===== config.mk =====
export PLATFORM = sky130hd
export DESIGN_NAME = data_cache
export DESIGN_NICKNAME = d
export VERILOG_FILES = /design/src/rtl/cache_pkg.sv /design/src/rtl/cache_array.sv /design/src/rtl/data_cache.sv
export SDC_FILE = /design/constraint.sdc
export NUM_CORES = 1
export LEC_CHECK = 0
export CAP_MARGIN = 0
export CORE_AREA = 2 2 224 226
export DETAILED_ROUTE_END_ITERATION = 10
export DIE_AREA = 0 0 226 228
export HOLD_SLACK_MARGIN = 0.08
export PLACE_DENSITY = 0.71
export SLEW_MARGIN = 40
export SYNTH_ARGS = -nofsm -noshare
export SYNTH_HDL_FRONTEND = slang
export SYNTH_HIERARCHICAL = 1
export SYNTH_SLANG_ARGS = --single-unit

===== constraint.sdc =====
create_clock -name clk -period 7.9 [get_ports clk]
set_input_delay 2.37 -clock clk [delete_from_list [all_inputs] [get_ports clk]]
set_output_delay 2.37 -clock clk [all_outputs]
set_load 0.02 [all_outputs]

===== src/rtl/cache_pkg.sv =====
// Shared definitions for the direct-mapped write-through data cache.
package cache_pkg;

    // Controller states: idle/lookup, line fill from memory, write-through.
    typedef enum logic [1:0] {
        IDLE  = 2'd0,
        FILL  = 2'd1,
        WRITE = 2'd2
    } state_t;

    // One word per line: two byte-offset bits, SET_BITS index bits, rest tag.
    function automatic int index_width(input int set_bits);
        return set_bits;
    endfunction

    function automatic int tag_width(input int data_width, input int set_bits);
        return data_width - set_bits - 2;
    endfunction

    localparam int CACHE_DATA_WIDTH = 32;
    localparam int CACHE_SET_BITS   = 3;
    localparam int CACHE_INDEX_BITS = index_width(CACHE_SET_BITS);
    localparam int CACHE_TAG_BITS   = tag_width(CACHE_DATA_WIDTH, CACHE_SET_BITS);
    localparam int CACHE_SETS       = 1 << CACHE_SET_BITS;

endpackage


===== src/rtl/cache_array.sv =====
// Tag/valid/data storage: combinational lookup, one synchronous write port,
// single-cycle invalidate-all. Only the valid bits are reset.
module cache_array
    import cache_pkg::*;
#(
    parameter int DATA_WIDTH = 32,
    parameter int SET_BITS   = 3
) (
    input  logic                                        clk,
    input  logic                                        rst,
    input  logic                                        flush_i,
    input  logic [SET_BITS-1:0]                         rd_idx_i,
    input  logic [tag_width(DATA_WIDTH, SET_BITS)-1:0]  rd_tag_i,
    output logic                                        rd_hit_o,
    output logic [DATA_WIDTH-1:0]                       rd_data_o,
    input  logic                                        wr_en_i,
    input  logic [SET_BITS-1:0]                         wr_idx_i,
    input  logic [tag_width(DATA_WIDTH, SET_BITS)-1:0]  wr_tag_i,
    input  logic [DATA_WIDTH-1:0]                       wr_data_i
);

    localparam int TAG_W = tag_width(DATA_WIDTH, SET_BITS);
    localparam int SETS  = 1 << SET_BITS;

    logic [SETS-1:0]       r_valid;
    logic [TAG_W-1:0]      r_tag  [SETS];
    logic [DATA_WIDTH-1:0] r_data [SETS];

    assign rd_hit_o  = r_valid[rd_idx_i] && (r_tag[rd_idx_i] == rd_tag_i);
    assign rd_data_o = r_data[rd_idx_i];

    // Valid bits: cleared by reset or flush, set by a line write.
    always_ff @(posedge clk or posedge rst) begin
        if (rst) begin
            r_valid <= '0;
        end else if (flush_i) begin
            r_valid <= '0;
        end else if (wr_en_i) begin
            r_valid[wr_idx_i] <= 1'b1;
        end
    end

    // Tag and data storage, deliberately left unreset.
    always_ff @(posedge clk) begin
        if (wr_en_i) begin
            r_tag[wr_idx_i]  <= wr_tag_i;
            r_data[wr_idx_i] <= wr_data_i;
        end
    end

endmodule


===== src/rtl/data_cache.sv =====
// Direct-mapped, one-word-per-line, write-through / no-write-allocate data
// cache sitting in the memory stage. Read hits are zero-latency; misses and
// all stores stall the pipeline while the backing memory is accessed.
module data_cache
    import cache_pkg::*;
#(
    parameter int DATA_WIDTH = 32,
    parameter int SET_BITS   = 3
) (
    input  logic                  clk,
    input  logic                  rst,
    input  logic                  req_i,
    input  logic                  we_i,
    input  logic [DATA_WIDTH-1:0] addr_i,
    input  logic [DATA_WIDTH-1:0] wdata_i,
    input  logic                  flush_i,
    output logic [DATA_WIDTH-1:0] rdata_o,
    output logic                  stall_o,
    output logic                  mem_req_o,
    output logic                  mem_we_o,
    output logic [DATA_WIDTH-1:0] mem_addr_o,
    output logic [DATA_WIDTH-1:0] mem_wdata_o,
    input  logic [DATA_WIDTH-1:0] mem_rdata_i,
    input  logic                  mem_ready_i
);

    localparam int TAG_W = tag_width(DATA_WIDTH, SET_BITS);
    localparam logic [DATA_WIDTH-1:0] ALIGN_MASK = ~DATA_WIDTH'(3);

    state_t                r_state;
    logic                  r_flush_pending;
    logic                  r_mem_req;
    logic                  r_mem_we;
    logic [DATA_WIDTH-1:0] r_mem_addr;
    logic [DATA_WIDTH-1:0] r_mem_wdata;

    logic                  w_idle;
    logic                  w_flush_now;
    logic                  w_flush_all;
    logic [SET_BITS-1:0]   w_lookup_idx;
    logic [TAG_W-1:0]      w_lookup_tag;
    logic                  w_hit;
    logic [DATA_WIDTH-1:0] w_hit_data;
    logic                  w_read_hit;
    logic                  w_wr_en;
    logic [DATA_WIDTH-1:0] w_wr_data;
    logic                  w_stall;

    assign w_idle      = (r_state == IDLE);
    // A pending flush counts as a fresh flush request on the first idle cycle.
    assign w_flush_now = flush_i | r_flush_pending;
    assign w_flush_all = w_idle & w_flush_now;

    // While busy, look up the latched address so mem_* and the array update
    // never depend on inputs that may wander during the stall.
    assign w_lookup_idx = w_idle ? addr_i[SET_BITS+1:2]
                                 : r_mem_addr[SET_BITS+1:2];
    assign w_lookup_tag = w_idle ? addr_i[DATA_WIDTH-1:SET_BITS+2]
                                 : r_mem_addr[DATA_WIDTH-1:SET_BITS+2];

    // Fills always write; a store only refreshes the line it already hits.
    assign w_wr_en   = mem_ready_i & ((r_state == FILL) | ((r_state == WRITE) & w_hit));
    assign w_wr_data = (r_state == FILL) ? mem_rdata_i : r_mem_wdata;

    cache_array #(
        .DATA_WIDTH (DATA_WIDTH),
        .SET_BITS   (SET_BITS)
    ) u_array (
        .clk       (clk),
        .rst       (rst),
        .flush_i   (w_flush_all),
        .rd_idx_i  (w_lookup_idx),
        .rd_tag_i  (w_lookup_tag),
        .rd_hit_o  (w_hit),
        .rd_data_o (w_hit_data),
        .wr_en_i   (w_wr_en),
        .wr_idx_i  (r_mem_addr[SET_BITS+1:2]),
        .wr_tag_i  (r_mem_addr[DATA_WIDTH-1:SET_BITS+2]),
        .wr_data_i (w_wr_data)
    );

    assign w_read_hit = w_idle & req_i & ~we_i & w_hit & ~w_flush_now;

    // Stall: idle misses/stores/flush-with-request; whole fill; write until ready.
    always_comb begin
        w_stall = 1'b0;
        case (r_state)
            IDLE:    w_stall = req_i & (w_flush_now | we_i | ~w_hit);
            FILL:    w_stall = 1'b1;
            WRITE:   w_stall = ~mem_ready_i;
            default: w_stall = 1'b0;
        endcase
    end

    assign stall_o     = w_stall & ~rst;
    assign rdata_o     = (w_read_hit & ~rst) ? w_hit_data : '0;
    assign mem_req_o   = r_mem_req;
    assign mem_we_o    = r_mem_we;
    assign mem_addr_o  = r_mem_addr;
    assign mem_wdata_o = r_mem_wdata;

    // Controller FSM with registered backing-memory outputs.
    always_ff @(posedge clk or posedge rst) begin
        if (rst) begin
            r_state         <= IDLE;
            r_flush_pending <= 1'b0;
            r_mem_req       <= 1'b0;
            r_mem_we        <= 1'b0;
            r_mem_addr      <= '0;
            r_mem_wdata     <= '0;
        end else begin
            case (r_state)
                IDLE: begin
                    if (w_flush_now) begin
                        // The array clears this edge; any request retries next cycle.
                        r_flush_pending <= 1'b0;
                    end else if (req_i && (we_i || !w_hit)) begin
                        r_mem_req   <= 1'b1;
                        r_mem_we    <= we_i;
                        r_mem_addr  <= addr_i & ALIGN_MASK;
                        r_mem_wdata <= wdata_i;
                        r_state     <= we_i ? WRITE : FILL;
                    end
                end
                FILL, WRITE: begin
                    if (flush_i) begin
                        r_flush_pending <= 1'b1;
                    end
                    if (mem_ready_i) begin
                        r_mem_req <= 1'b0;
                        r_mem_we  <= 1'b0;
                        r_state   <= IDLE;
                    end
                end
                default: begin
                    r_state <= IDLE;
                end
            endcase
        end
    end

endmodule


Yosys cells after proc, flatten, opt, wreduce, memory -nomap -nowiden:

Memory sizes are Yosys's and may differ from the RTL's.
Cells that the tools add are included.

* $mul: 0
* mux-type cells: 28
* shifts and indexed selects: 0
* bitwise logic cells: 20
* add/subtract/negate cells: 0
* reduce and logical (&&, ||, !) cells: 13
* div/mod/pow operators: 0
* eq/ne operators: 8
* $lt $le $gt $ge: 3

Operators with widths (number)
* $mux 32: 2
* $eq 27x27->1: 1
* $mux 27: 1
* $mux 8: 2
* $mux 1: 11
* $and 1x1->1: 10
* $reduce_and 3->1: 3
* $lt 3x4->1 const B: 2
* $mux 2: 4
* $or 8x8->8: 1
* $ne 2x2->1 const B: 3
* $pmux 1 s2: 3
* $not 1->1: 5
* $ne 2x1->1 const B: 2
* $or 1x1->1: 4
* $pmux 2 s2: 1
* $reduce_and 4->1: 1
* $reduce_bool 2->1: 2
* $bmux 1 s3: 1
* $demux 1 s3: 1
* $ge 3x1->1 const B: 1
* $logic_and 1x1->1: 3
* $mux 3: 1
* $pmux 1 s3: 1
* other kinds (6): 6

* memories: 2
* latch bits: 0
* bits in registers: 75
* memory bits (read-only): 0
* RAM bits: 472
* word-level logic and storage cells: 81

Memory list
* u_array.r_data: words 8, bits a word 32, rd ports 1, clocked after Yosys merged registers in 0, write ports 1, RTL line cache_array.sv:27 `logic [DATA_WIDTH-1:0] r_data [SETS];`
* u_array.r_tag: words 8, bits a word 27, rd ports 1, clocked after Yosys merged registers in 0, write ports 1, RTL line cache_array.sv:26 `logic [TAG_W-1:0] r_tag [SETS];`

Logic depth before layout (Yosys ltp):

Gate-level depths: netlist of the first run.

* depth in word-level cells: 11
* mapped depth: 21
* mapped depth without buffers: 16

Modules after synthesis:

The synthesis of the first run kept the hierarchy.

By module, submodules not included
* cache_array: area an instance 18531.5 µm², cells each 836, instances 1, seq. area each 14373.8 µm²
* data_cache: area an instance 3935.0 µm², cells each 280, instances 1, seq. area each 1676.6 µm²

Worst setup path after synthesis of the first run:

OpenSTA, ideal clock, no wires.

* path type: input -> register
* from: input port addr_i[3]
* to: memory u_array.r_data[1][0], enable pin
* path slack: -1339 ps
* data arrival time: 8688 ps
* library setup time: 551 ps
* stages on the path: 14
* path through: mux2_2 -> buf_6 -> buf_6 -> buf_6 -> mux2i_1 -> a221oi_1 -> xor2_1 -> nor4_1 -> nand4_1 -> nor4_2 -> a21oi_1 -> nor2b_1 -> nand2_1 -> nor3_1

* word-level cells in the longest chain between the ends: 9

Ends and longest elaborated chain
* start: declaration: RTL line data_cache.sv:14 `input logic [DATA_WIDTH-1:0] addr_i,`
* $mux 3 *: RTL line data_cache.sv:56 `assign w_lookup_idx = w_idle ? addr_i[SET_BITS+1:2]`
* $mem_v2 8x27 / $bmux 1 s3 (equally long branches)
* $eq 27x27->1 / $mux 1 (equally long branches): RTL line cache_array.sv:29 `assign rd_hit_o = r_valid[rd_idx_i] && (r_tag[rd_idx_i] == rd_tag_i);`
* $logic_and 1x1->1 *: RTL line cache_array.sv:29
* named net w_hit: RTL line data_cache.sv:42 `logic w_hit;`
* $and 1x1->1 *: RTL line data_cache.sv:62 `assign w_wr_en = mem_ready_i & ((r_state == FILL) | ((r_state == WRITE) & w_hit));`
* $or 1x1->1 *: RTL line data_cache.sv:62
* $and 1x1->1 *: RTL line data_cache.sv:62
* named net w_wr_en: RTL line data_cache.sv:45 `logic w_wr_en;`
* $mux 1 *: RTL line cache_array.sv:45 `if (wr_en_i) begin`
* $mux 1 (implied by the code) *: RTL line cache_array.sv:47 `r_data[wr_idx_i] <= wr_data_i;`
* end: declaration: RTL line cache_array.sv:27

The timed path passes the listed nets; every way through them passes the cells marked *. The select of a mux whose other input is x is not followed.

Final worst setup path of the first run:

* from: input port addr_i[4]
* to: output port rdata_o[2]

* word-level cells in the longest chain between the ends: 8

Ends and longest elaborated chain
* $mux 3 *: RTL line data_cache.sv:56
* named net w_lookup_idx[2]: RTL line data_cache.sv:40 `logic [SET_BITS-1:0] w_lookup_idx;`
* $mem_v2 8x27 / $bmux 1 s3 (equally long branches)
* $eq 27x27->1 / $mux 1 (equally long branches): RTL line cache_array.sv:29
* $logic_and 1x1->1 *: RTL line cache_array.sv:29
* named net w_hit: RTL line data_cache.sv:42
* $and 1x1->1 * (2 in series): RTL line data_cache.sv:82 `assign w_read_hit = w_idle & req_i & ~we_i & w_hit & ~w_flush_now;`
* $and 1x1->1 *: RTL line data_cache.sv:96 `assign rdata_o = (w_read_hit & ~rst) ? w_hit_data : '0;`
* $mux 32 *: RTL line data_cache.sv:96
* end: declaration: RTL line data_cache.sv:17 `output logic [DATA_WIDTH-1:0] rdata_o,`

Marks and branches as above.

==> impl_metrics.csv, run 1 <==
group,metric,value,unit
outcome,status,"finished with violations",
outcome,violations,"setup timing",
worst_setup_path,critPathSlowestCell,"mux4_2",
clocking,clkTransAtPathRegs,60,ps
cells_and_area,diodes,0,
sta,finClkSkew,21.5,ps
place,gp_congestion,0.757,
worst_setup_path,slowest_delay,490,ps
global_route,grt_pass1_wl,75.2,mm
sta,hold_viol,0,
sta,max_slew_margin,0.546,
routing,dr.pass1.iters,6,
global_route,grt-ovfl-total,0,
pwr,internal_power,7360,uW
sta,rsz0062_at_grt,"true",
sta,fin_hold_ws,497,ps
synth,synth_area_leaders,"edfxtp_1 63%, mux4_2 8.9%, dfrtp_1 8.4%, mux2_2 6.2%, mux2_4 4.0%",
routing,viasPerCell,5.40,
floorplanning,die_x,226,um
clocking,clock_latency,600,ps
global_route,grt_max_degree,53,
synth,syn_area_per_cell,20.1,um2
cells_and_area,drive_gt1_frac,0.391,
routing,vias,11552,
floorplanning,die_height,228,um
synth,ys_seq_elements,547,
pwr,vdd_ir_drop_max,0.261,mV
sta,period_share,1.04,
worst_setup_path,rrSetupSlack,2950,ps
worst_setup_path,path_class,"in -> out",
floorplanning,fp.coreArea,49300,um2
pwr,swShare,0.313,
routing,drtIter0Drc,821,
routing,drc,0,
synth,syn_inst,1116,
pwr,combPwrFrac,0.359,
clocking,cts_buffers,57,
worst_setup_path,critical_path_arrival,5840,ps
global_route,grt_pass1_vias,12189,
synth,netlist_area,22500,um2
synth,yosys.area.top_type,"edfxtp_1",
clocking,clock_path_buffers,3,
clocking,ctsHoldBuffers,0,
place,place_area,25600,um2
synth,synthDistinctLibCells,45,
cells_and_area,final_cell_area,28300,um2
routing,drtAntennaViolNets,0,
place,dp_hpwl,28.1,mm
sta,fmax,122,MHz
worst_setup_path,startpoint,"addr_i[4]",
clocking,cts_root_buf,"clkbuf_16",
pwr,powerDensity,378,nW/um2
floorplanning,initial_utilization,0.455,
global_route,grtUsageTotal,0.197,
routing,wire_per_inst,23.6,um
routing,wl,50.4,mm
global_route,antenna_found_initial,1,
synth,ys_seq_area_frac,0.714,
clocking,cts_max_level,2,
floorplanning,num_io_pins,201,
worst_setup_path,worstSetupEndpoint,"rdata_o[2]",
cells_and_area,layout.nets,1524,
sta,report.final.slew_viol_count,0,
sta,post-route-min-period,8210,ps
worst_setup_path,worstPathCellList,"buf_6 -> mux2_4 -> buf_4 -> mux2i_1 -> mux4_2 -> xnor2_1 -> nor4_2 -> nand3_1 -> nor4_4 -> nor2b_4 -> nand2_4 -> nor3_4 -> buf_6 -> buf_16 -> buf_6 -> buf_6 -> buf_6 -> and2_4 -> buf_6",
worst_setup_path,r2r_start,"r_state[1]",
worst_setup_path,crit_fanout,9,
sta,layout_setup_ws,-306,ps
floorplanning,fp-row-count,82,
pwr,power.total,10700,uW
min_path,hold_path.class,"reg -> reg",
worst_setup_path,required,5530,ps
flow_run,cap_violations,0,
clocking,cts_tree,"yes",
worst_setup_path,end_kind,"output port",
sta,setup-violations-final,33,
synth,ys_warn_count,6,
worst_setup_path,r2r_end,"u_array/r_data[4][21]",
worst_setup_path,critPathMostFrequentCell,"buf_6",
place,numPortBuffers,196,
floorplanning,dieArea,51500,um2
pwr,leakage,0.0100,uW
pwr,p_clk_frac,0.244,
clocking,cts.sinks,547,
pwr,seqPwrFrac,0.397,
pwr,p_switching,3350,uW
sta,worst_pin_slew,681,ps
cells_and_area,area_growth,26.0,%
worst_setup_path,cp-start-kind,"input pin",
worst_setup_path,rr_worst_depth,17,
synth,yosysTopAreaCellShare,0.631,
==> power groups by stage <==
stage	Clock (uW)	Combinational, uW	Sequential, uW
global placement	0	3570	4260
CTS	2670	3820	4250
finish	2610	3850	4250
global route	2780	4090	4310
detailed placement	0	3610	4310
floorplan	0	2250	4390
==> synth_stat cells (all sizes together) <==
| master | n |
|---|---|
| edfxtp | 472 |
| mux2 | 187 |
| mux4 | 89 |
| dfrtp | 75 |
| buf | 46 |
| mux2i | 40 |
| and2 | 33 |
| nor2 | 25 |
| nand2 | 23 |
| xor2 | 18 |
| a221oi | 14 |
| o22ai | 14 |
| nand2b | 13 |
| clkbuf | 12 |
| xnor2 | 10 |
| nor2b | 6 |
| inv | 5 |
| nor3 | 5 |
| nor4 | 5 |
| ha | 4 |
| nand4 | 4 |
| a21oi | 2 |
| nand3 | 2 |
| o21ai | 2 |
| a311oi | 1 |
| a31oi | 1 |
| and2b | 1 |
| conb | 1 |
| nand3b | 1 |
| o21a | 1 |
| o221ai | 1 |
| o22a | 1 |
| or2 | 1 |
| or4 | 1 |
==> registers in the layout, summed over array words and instances, names as in the netlist <==
| name | count |
|---|---|
| u_array/r_data | 256 |
| r_state | 2 |
| u_array/r_valid | 8 |
| mem_req_o | 1 |
| mem_we_o | 1 |
| mem_wdata_o | 32 |
| mem_addr_o | 30 |
| r_flush_pending | 1 |
| u_array/r_tag | 216 |
==> cell type report <==
cell class | count | area [um2]
Clock buffer | 78 | 1600
Clock inverter | 30 | 246
Fill cell | 3668 | 21000
Inverter | 5 | 20.0
Multi-Input combinational cell | 511 | 6420
Sequential cell | 547 | 16100
Tap cell | 672 | 841
Timing Repair Buffer | 296 | 3140
==> worst min path at each step <==
stage,startpoint,to,cells past startpoint
2_1_floorplan,u_array/r_valid[1],u_array/r_valid[1],2
3_3_place_gp,u_array/r_valid[3],u_array/r_valid[3],2
3_5_place_dp,u_array/r_valid[3],u_array/r_valid[3],2
4_1_cts,u_array/r_valid[3],u_array/r_valid[3],2
5_1_grt,u_array/r_valid[0],u_array/r_valid[0],2
6_report,u_array/r_valid[3],u_array/r_valid[3],2
==> placed cells by master, fill, tap and decap left out, types with 5 or more instances in the layout <==
cell / Yosys / routed
edfxtp_1: 472 / 472
xnor2_1: 10 / 9
a221oi_2: 0 / 6
nand2b_1: 12 / 12
clkbuf_8: 0 / 5
buf_8: 2 / 6
nor2b_1: 5 / 5
clkbuf_16: 0 / 59
buf_6: 6 / 54
a221oi_1: 14 / 6
mux2_2: 124 / 122
nand2_1: 23 / 22
clkinv_1: 0 / 7
o22ai_1: 14 / 8
mux2_4: 60 / 64
clkbuf_1: 12 / 14
nor2_1: 24 / 18
dfrtp_1: 75 / 75
buf_12: 6 / 17
buf_4: 8 / 56
mux4_2: 89 / 89
o22ai_2: 0 / 5
mux2i_1: 40 / 39
xor2_1: 18 / 18
clkdlybuf4s50_1: 0 / 160
clkinv_2: 0 / 12
and2_4: 0 / 32
nor2_4: 0 / 6
==> through the flow <==
| stage | std cells | setup TNS [ps] | setup WS, ps | utilization |
|---|---|---|---|---|
| after floorplan | 1117 | 0 | 246 | - |
| after global placement | 1988 | -44360 | -1380 | 0.518 |
| after detailed placement | 1988 | -45670 | -1420 | 0.518 |
| after CTS | 2131 | -8410 | -444 | 0.569 |
| after global routing | 2139 | -11450 | -444 | 0.574 |
| final | 2139 | -7080 | -306 | 0.574 |
==> kinds of logic (layout without fill, tap and decap cells) <==
logic type	after synthesis	after routing	share of synthesized area
and+or+nand+nor	120	120	0.0288
xor gates and xnor gates	28	28	0.0109
AOI/OAI and AO/OA	37	37	0.0123
buffers and inverters	63	409	0.0203
adders and majority gates	4	4	0.00223
DFF	547	547	0.714
other	1	2	0.000167
muxes	316	320	0.211
==> layer usage <==
layer	vias to the layer above	global-route usage	share of wire
met2	421	0.317	0.48
met5	-	0	0.00020
met4	2	0.0530	0.020
met3	75	0.0406	0.074
met1	5969	0.275	0.43
li1	5085	-	-
==> worst max-delay path: cells and delay by family <==
kind,cells,cell delay (ps)
and+or+nand+nor,7,1380
buffers and inverters,8,1000
muxes,3,910
xor gates and xnor gates,1,170
==> repair_timing <==
action | CTS | global route
gates cloned | 7 | 0
endpoints found under the setup margin | 33 | 33
resized for setup | 267 | 56
buffers inserted | 29 | 11
pin swaps | 19 | 37
(Power assumes the default switching activity.)
==> run 2, diff against run 1 <==
--- a/config.mk
+++ b/config.mk
@@ -5,10 +5,11 @@
 export SDC_FILE = /design/constraint.sdc
 export NUM_CORES = 1
 export LEC_CHECK = 0
+export ABC_AREA = 1
 export CAP_MARGIN = 0
-export CORE_AREA = 2 2 224 226
+export CORE_AREA = 2 2 230 232
 export DETAILED_ROUTE_END_ITERATION = 10
-export DIE_AREA = 0 0 226 228
+export DIE_AREA = 0 0 232 234
 export HOLD_SLACK_MARGIN = 0.08
 export PLACE_DENSITY = 0.71
 export SLEW_MARGIN = 40
==> run 2 against run 1 <==
- sequential power decreased by 3%
- core utilization down 1.3 points
- via count up 48%
- critical endpoint is now rdata_o[5]
- synthesized cell count grew 110%
- non-clock buffer count grew 3
- maximum frequency increased by 4.9%
- clock skew up 2.6 ps
- the flow now finishes without violations
==> impl_metrics.csv, run 2 <==
group,metric,value,unit
outcome,status,"finished clean",
routing,drtIter0Drc,1648,
pwr,leakage,0.0119,uW
place,gp_congestion,0.815,
cells_and_area,layout.nets,2643,
global_route,antenna_found_initial,3,
synth,yosys.area.top_type,"edfxtp_1",
pwr,swShare,0.382,
sta,tns,0,ps
sta,setup-violations-final,0,
global_route,grt_pass1_wl,91.9,mm
global_route,met1_usage,0.281,
routing,viasPerCell,5.22,
sta,fin_hold_ws,469,ps
routing,wire_per_inst,18.8,um
cells_and_area,regMostFlops,"u_array/r_data",
synth,synth_commonest_cells,"524 x nand2_1, 472 x edfxtp_1, 365 x nor2_1",
sta,period_share,0.991,
synth,synth_area_leaders,"edfxtp_1 60%, nand2_1 8.3%, dfrtp_1 8.0%, nor2_1 5.8%, inv_1 4.2%",
pwr,seqPwrFrac,0.343,
global_route,grtUsageTotal,0.221,
worst_setup_path,cp-start-kind,"input pin",
routing,vias,17115,
cells_and_area,final_cell_mix,"518 x nand2_1, 472 x edfxtp_1, 348 x nor2_1",
worst_setup_path,rr_worst_depth,25,
sta,finClkSkew,24.1,ps
worst_setup_path,path_class,"in -> out",
clocking,clock_latency,610,ps
routing,drtAntennaViolNets,0,
min_path,min_from,"mem_we_o",
cells_and_area,final_cell_area,29200,um2
floorplanning,dieArea,54300,um2
sta,max_slew_margin,0.436,
place,place_area,26700,um2
cells_and_area,fin_cells,3276,
routing,wl,61.5,mm
worst_setup_path,critical_path_arrival,5460,ps
clocking,ctsHoldBuffers,0,
synth,synthDistinctLibCells,27,
place,numPortBuffers,196,
place,dp.cells,3141,
pwr,internal_power,7430,uW
worst_setup_path,crit_fanout,15,
pwr,powerDensity,412,nW/um2
clocking,clkTransAtPathRegs,60,ps
pwr,vdd_ir_drop_max,0.247,mV
synth,netlist_area,23600,um2
synth,ys.flop_type,"edfxtp_1",
synth,syn_area_per_cell,10.2,um2
synth,ys_seq_area_frac,0.681,
flow_run,cap_violations,0,
pwr,p_clk_frac,0.238,
global_route,grt-busiest-layer,"met2",
min_path,hold_end,"mem_we_o",
pwr,p_switching,4590,uW
clocking,cts_tree,"yes",
pwr,power.total,12000,uW
worst_setup_path,r2r_start,"r_state[1]",
synth,async_flop_share,0.137,
synth,synth_enable_flop_cells,472,
floorplanning,num_io_pins,201,
worst_setup_path,end_kind,"output port",
routing,dr.pass1.iters,6,
synth,syn_inst,2301,
sta,hold_viol,0,
cells_and_area,drive_gt1_frac,0.107,
global_route,grt_max_degree,121,
cells_and_area,area_growth,23.8,%
cells_and_area,largest_reg_flops,256,
global_route,grt_util_met2,0.392,
cells_and_area,layout.cells.most_common,"nand2_1",
clocking,cts_max_level,2,
sta,rsz0062_at_grt,"true",
floorplanning,initial_utilization,0.453,
min_path,hold_path.class,"reg -> reg",
worst_setup_path,rrSetupSlack,2760,ps
place,dp_hpwl,35.1,mm
global_route,grt_pass1_vias,16731,
clocking,clock_path_buffers,3,
clocking,cts_buffers,56,
pwr,combPwrFrac,0.419,
floorplanning,die_x,232,um
worst_setup_path,r2r_end,"u_array/r_tag[5][14]",
clocking,cts.sinks,547,
routing,drc,0,
sta,fmax,128,MHz
global_route,grt-ovfl-total,0,
synth,yosysTopAreaCellShare,0.601,
floorplanning,fp-row-count,84,
min_path,holdPathStages,2,
sta,worst_pin_slew,844,ps
floorplanning,die_height,234,um
floorplanning,fp.coreArea,52000,um2
sta,report.final.slew_viol_count,0,
clocking,cts_root_buf,"clkbuf_16",
sta,post-route-min-period,7830,ps
worst_setup_path,required,5530,ps
synth,synth_most_common_cell,"nand2_1",
cells_and_area,fill_cells,4324,
synth,ys_warn_count,6,
synth,ys_seq_elements,547,
global_route,met3_usage,0.0310,
run 2: power groups by stage:
| stage | clock (uW) | combinational (uW) | sequential, uW |
|---|---|---|---|
| 6_report | 2860 | 5040 | 4120 |
| 2_1_floorplan | 0 | 2790 | 4270 |
| 4_1_cts | 2900 | 4810 | 4120 |
| 3_5_place_dp | 0 | 4630 | 4180 |
| 3_3_place_gp | 0 | 4510 | 4160 |
| 5_1_grt | 3010 | 5510 | 4170 |
run 2: how the worst max path moves through the flow:
stage,startpoint,end,slack (ps),cells after the start
floorplan,rst,rdata_o[0],740,4
global placement,addr_i[2],rdata_o[20],-530,24
detailed placement,addr_i[2],rdata_o[8],-600,24
CTS,addr_i[2],rdata_o[29],6,25
global route,addr_i[2],rdata_o[5],-150,25
finish,addr_i[2],rdata_o[5],70,25
run 2: what timing repair did:
action                     CTS  global route
setup endpoints to repair   33            33
gates cloned                 3             6
setup buffers                9             8
gates resized for setup    111            72
pin swaps                    0             6
run 2: worst max-delay path, stage by stage:
cell       delay [ps]
clkbuf_2          110
nand2_2            60
o21ai_4           160
clkinv_4          220
buf_12            190
buf_4             140
nand2_1            60
nand3_1           120
nand3_2           130
nand2_1            70
nand2_1            60
nand2_1            60
nor2_1            120
nand2_1            60
nor2_1            100
nand2_1           120
nor2_2            130
buf_4             120
inv_1              40
nor2_2            110
nand4_1           120
buf_6             170
bufbuf_16         300
nor2_1            120
buf_4             160
run 2: final cells by class:
| type | count | area (um2) | area share |
|---|---|---|---|
| inverter | 267 | 1020 | 0.0348 |
| antenna | 3 | 7.51 | 0.000257 |
| tap | 688 | 861 | 0.0295 |
| clock inverter | 36 | 488 | 0.0167 |
| timing repair buffer | 299 | 3090 | 0.106 |
| clock buffer | 70 | 1550 | 0.0530 |
| multi-input combinational | 1365 | 6110 | 0.209 |
| sequential | 547 | 16100 | 0.550 |
| timing repair inverter | 1 | 5.00 | 0.000172 |
run 2: cells by family after synthesis:
| kind of cell | Yosys count | synth area share |
|---|---|---|
| fa+ha+maj | 4 | 0.00212 |
| flops | 547 | 0.681 |
| compound gates | 290 | 0.0672 |
| buf+inv | 390 | 0.0676 |
| simple gates | 1069 | 0.182 |
| other cells | 1 | 0.000159 |
run 2: stage by stage:
step / setup WS [ps] / utilization
global route: -154 / 0.561
global placement: -532 / 0.514
finish: 74.8 / 0.561
detailed placement: -600 / 0.514
floorplan: 738 / -
CTS: 5.73 / 0.558
run 2: layer usage:
layer  part of all wire  routed length [um]
met1               0.40               24600
met2               0.50               31000
met3              0.070                4290
met4              0.026                1580
met5                  0                   0
==> run 3, diff against run 2 <==
--- a/config.mk
+++ b/config.mk
@@ -12,7 +12,6 @@
 export DIE_AREA = 0 0 232 234
 export HOLD_SLACK_MARGIN = 0.08
 export PLACE_DENSITY = 0.71
-export SLEW_MARGIN = 40
 export SYNTH_ARGS = -nofsm -noshare
 export SYNTH_HDL_FRONTEND = slang
 export SYNTH_HIERARCHICAL = 1
==> run 3 against run 2 <==
- wire length fell by 1.7%
- hold slack barely moved
- combinational power fell by 1%
- global-route usage rose by 0.13 points
- count of clock-buffer cells in the layout rose by 5
- final area fell by 1.3%
- register-to-register slack improved by 140 ps
- via count fell by 0.47%
- core utilization fell by 0.70 points
- sequential power barely moved
- critical endpoint is now rdata_o[31]
- highest routed layer unchanged
==> impl_metrics.csv, run 3 (same netlist as run 2, synthesis figures left out) <==
group,metric,value,unit
clocking,cts_tree,"yes",
worst_setup_path,required,5530,ps
pwr,p_clk_frac,0.218,
worst_setup_path,crit_fanout,12,
worst_setup_path,end_kind,"output port",
sta,finClkSkew,20.9,ps
clocking,cts_buffers,56,
clocking,ctsHoldBuffers,0,
routing,vias,17034,
clocking,clock_latency,620,ps
clocking,cts_root_buf,"clkbuf_16",
floorplanning,fp-row-count,84,
cells_and_area,regMostFlops,"u_array/r_data",
sta,period_share,0.982,
outcome,status,"finished clean",
sta,max_slew_margin,0.231,
place,numPortBuffers,196,
pwr,p_switching,4530,uW
sta,fmax,129,MHz
pwr,combPwrFrac,0.428,
cells_and_area,layout.nets,2637,
pwr,powerDensity,404,nW/um2
routing,wire_per_inst,18.5,um
sta,post-route-min-period,7760,ps
floorplanning,fp.coreArea,52000,um2
global_route,grtUsageTotal,0.223,
clocking,clock_path_buffers,3,
sta,worst_pin_slew,1150,ps
sta,setup-violations-final,0,
sta,report.final.slew_viol_count,0,
floorplanning,die_x,232,um
place,dp_hpwl,35.1,mm
global_route,grt_pass1_wl,92.3,mm
routing,viasPerCell,5.22,
clocking,cts_max_level,2,
floorplanning,initial_utilization,0.453,
clocking,cts.sinks,547,
sta,hold_viol,0,
clocking,clkTransAtPathRegs,60,ps
global_route,grt-ovfl-total,0,
sta,fin_hold_ws,469,ps
min_path,hold_path.class,"reg -> reg",
floorplanning,num_io_pins,201,
routing,drc,0,
pwr,seqPwrFrac,0.354,
global_route,antenna_found_initial,2,
place,gp_congestion,0.815,
place,dp.cells,3141,
global_route,grt_max_degree,121,
routing,wl,60.5,mm
pwr,vdd_ir_drop_max,0.248,mV
cells_and_area,layout.cells.most_common,"nand2_1",
routing,drtIter0Drc,1636,
global_route,grt_pass1_vias,16724,
routing,dr.pass1.iters,6,
place,place_area,26700,um2
min_path,holdPathStages,2,
worst_setup_path,path_class,"in -> out",
floorplanning,die_height,234,um
floorplanning,dieArea,54300,um2
pwr,internal_power,7120,uW
worst_setup_path,rr_worst_depth,19,
cells_and_area,final_cell_area,28800,um2
cells_and_area,fin_cells,3266,
cells_and_area,final_cell_mix,"518 x nand2_1, 472 x edfxtp_1, 348 x nor2_1",
pwr,swShare,0.389,
cells_and_area,largest_reg_flops,256,
cells_and_area,fin_util,0.554,
worst_setup_path,critical_path_arrival,5390,ps
routing,drtAntennaViolNets,0,
cells_and_area,fill_cells,4387,
flow_run,cap_violations,0,
cells_and_area,area_growth,22.3,%
pwr,leakage,0.0118,uW
worst_setup_path,cp-start-kind,"input pin",
cells_and_area,drive_gt1_frac,0.101,
-- run 3: changes by cell type in the layout (fill, tap and decap cells not counted), sizes merged, moves of 3 or more --
| cell | change |
|---|---|
| bufinv | -8 |
| clkdlybuf4s15 | -4 |
| clkbuf | +3 |
| dlygate4sd2 | +3 |
-- run 3: worst paths after layout --
path	from	slack, ps	endpoint
max	addr_i[4]	140	rdata_o[31]
min	mem_we_o	470	mem_we_o
max reg2reg	r_state[0]	2900	u_array/r_tag[5][18]
min reg2reg	mem_we_o	470	mem_we_o
max in group asynchronous	rst	4550	mem_addr_o[21]
min in group asynchronous	rst	2140	u_array/r_valid[3]
-- run 3: area by class of cell --
| cell class | instances | area (um2) | area share |
|---|---|---|---|
| clock buffers | 75 | 1500 | 0.0522 |
| clock inverters | 28 | 256 | 0.00890 |
| inverters | 267 | 1010 | 0.0352 |
| flip-flops and latches | 547 | 16100 | 0.557 |
| repair buffers | 294 | 3040 | 0.105 |
| well taps | 688 | 861 | 0.0299 |
| diodes | 2 | 5.00 | 0.000174 |
| multi-input cells | 1365 | 6080 | 0.211 |
-- run 3: worst max-delay path, stage by stage --
cell and delay [ps]:
clkdlybuf4s50_1 480, nand2_1 70, o21ai_2 140, buf_6 240
buf_4 180, nand3_1 110, nand3b_1 120, nand2_1 60
nor2_1 160, nand2_2 110, inv_2 70, nand3_1 80
nor2_2 120, buf_4 130, inv_1 40, nor2_2 90
nand4_1 120, buf_6 170, buf_4 150, nor2_2 180
buf_4 180
-- run 3: power by group through the flow --
stage | registers, uW | clock network [uW] | logic [uW]
2_1_floorplan | 4270 | 0 | 2790
3_3_place_gp | 4160 | 0 | 4510
3_5_place_dp | 4180 | 0 | 4620
4_1_cts | 4120 | 2580 | 4930
5_1_grt | 4170 | 2700 | 5480
6_report | 4120 | 2540 | 4980
-- run 3: per-layer routing --
layer  vias up  GRT usage  wire length (um)
met5         -          0                 0
met4         0     0.0737              1620
met3       122     0.0423              4380
met2       617      0.387             30000
met1      8212      0.281             24500
li1       8083          -                 -
-- run 3: metrics by stage --
step                      setup TNS [ps]  setup slack, ps  power, uW
after CTS                              0             18.0      11600
final                                  0              140      11600
after detailed placement          -17740             -601       8800
after floorplan                        0              738       7060
after global routing               -3.03            -1.69      12300
after global placement            -15550             -532       8670
-- run 3: timing repair --
item | 4_1_cts | 5_1_grt
setup endpoints to repair | 33 | 32
gates resized for setup | 119 | 51
gates cloned | 7 | 0
setup buffers | 12 | 1
pin swaps | 3 | 2
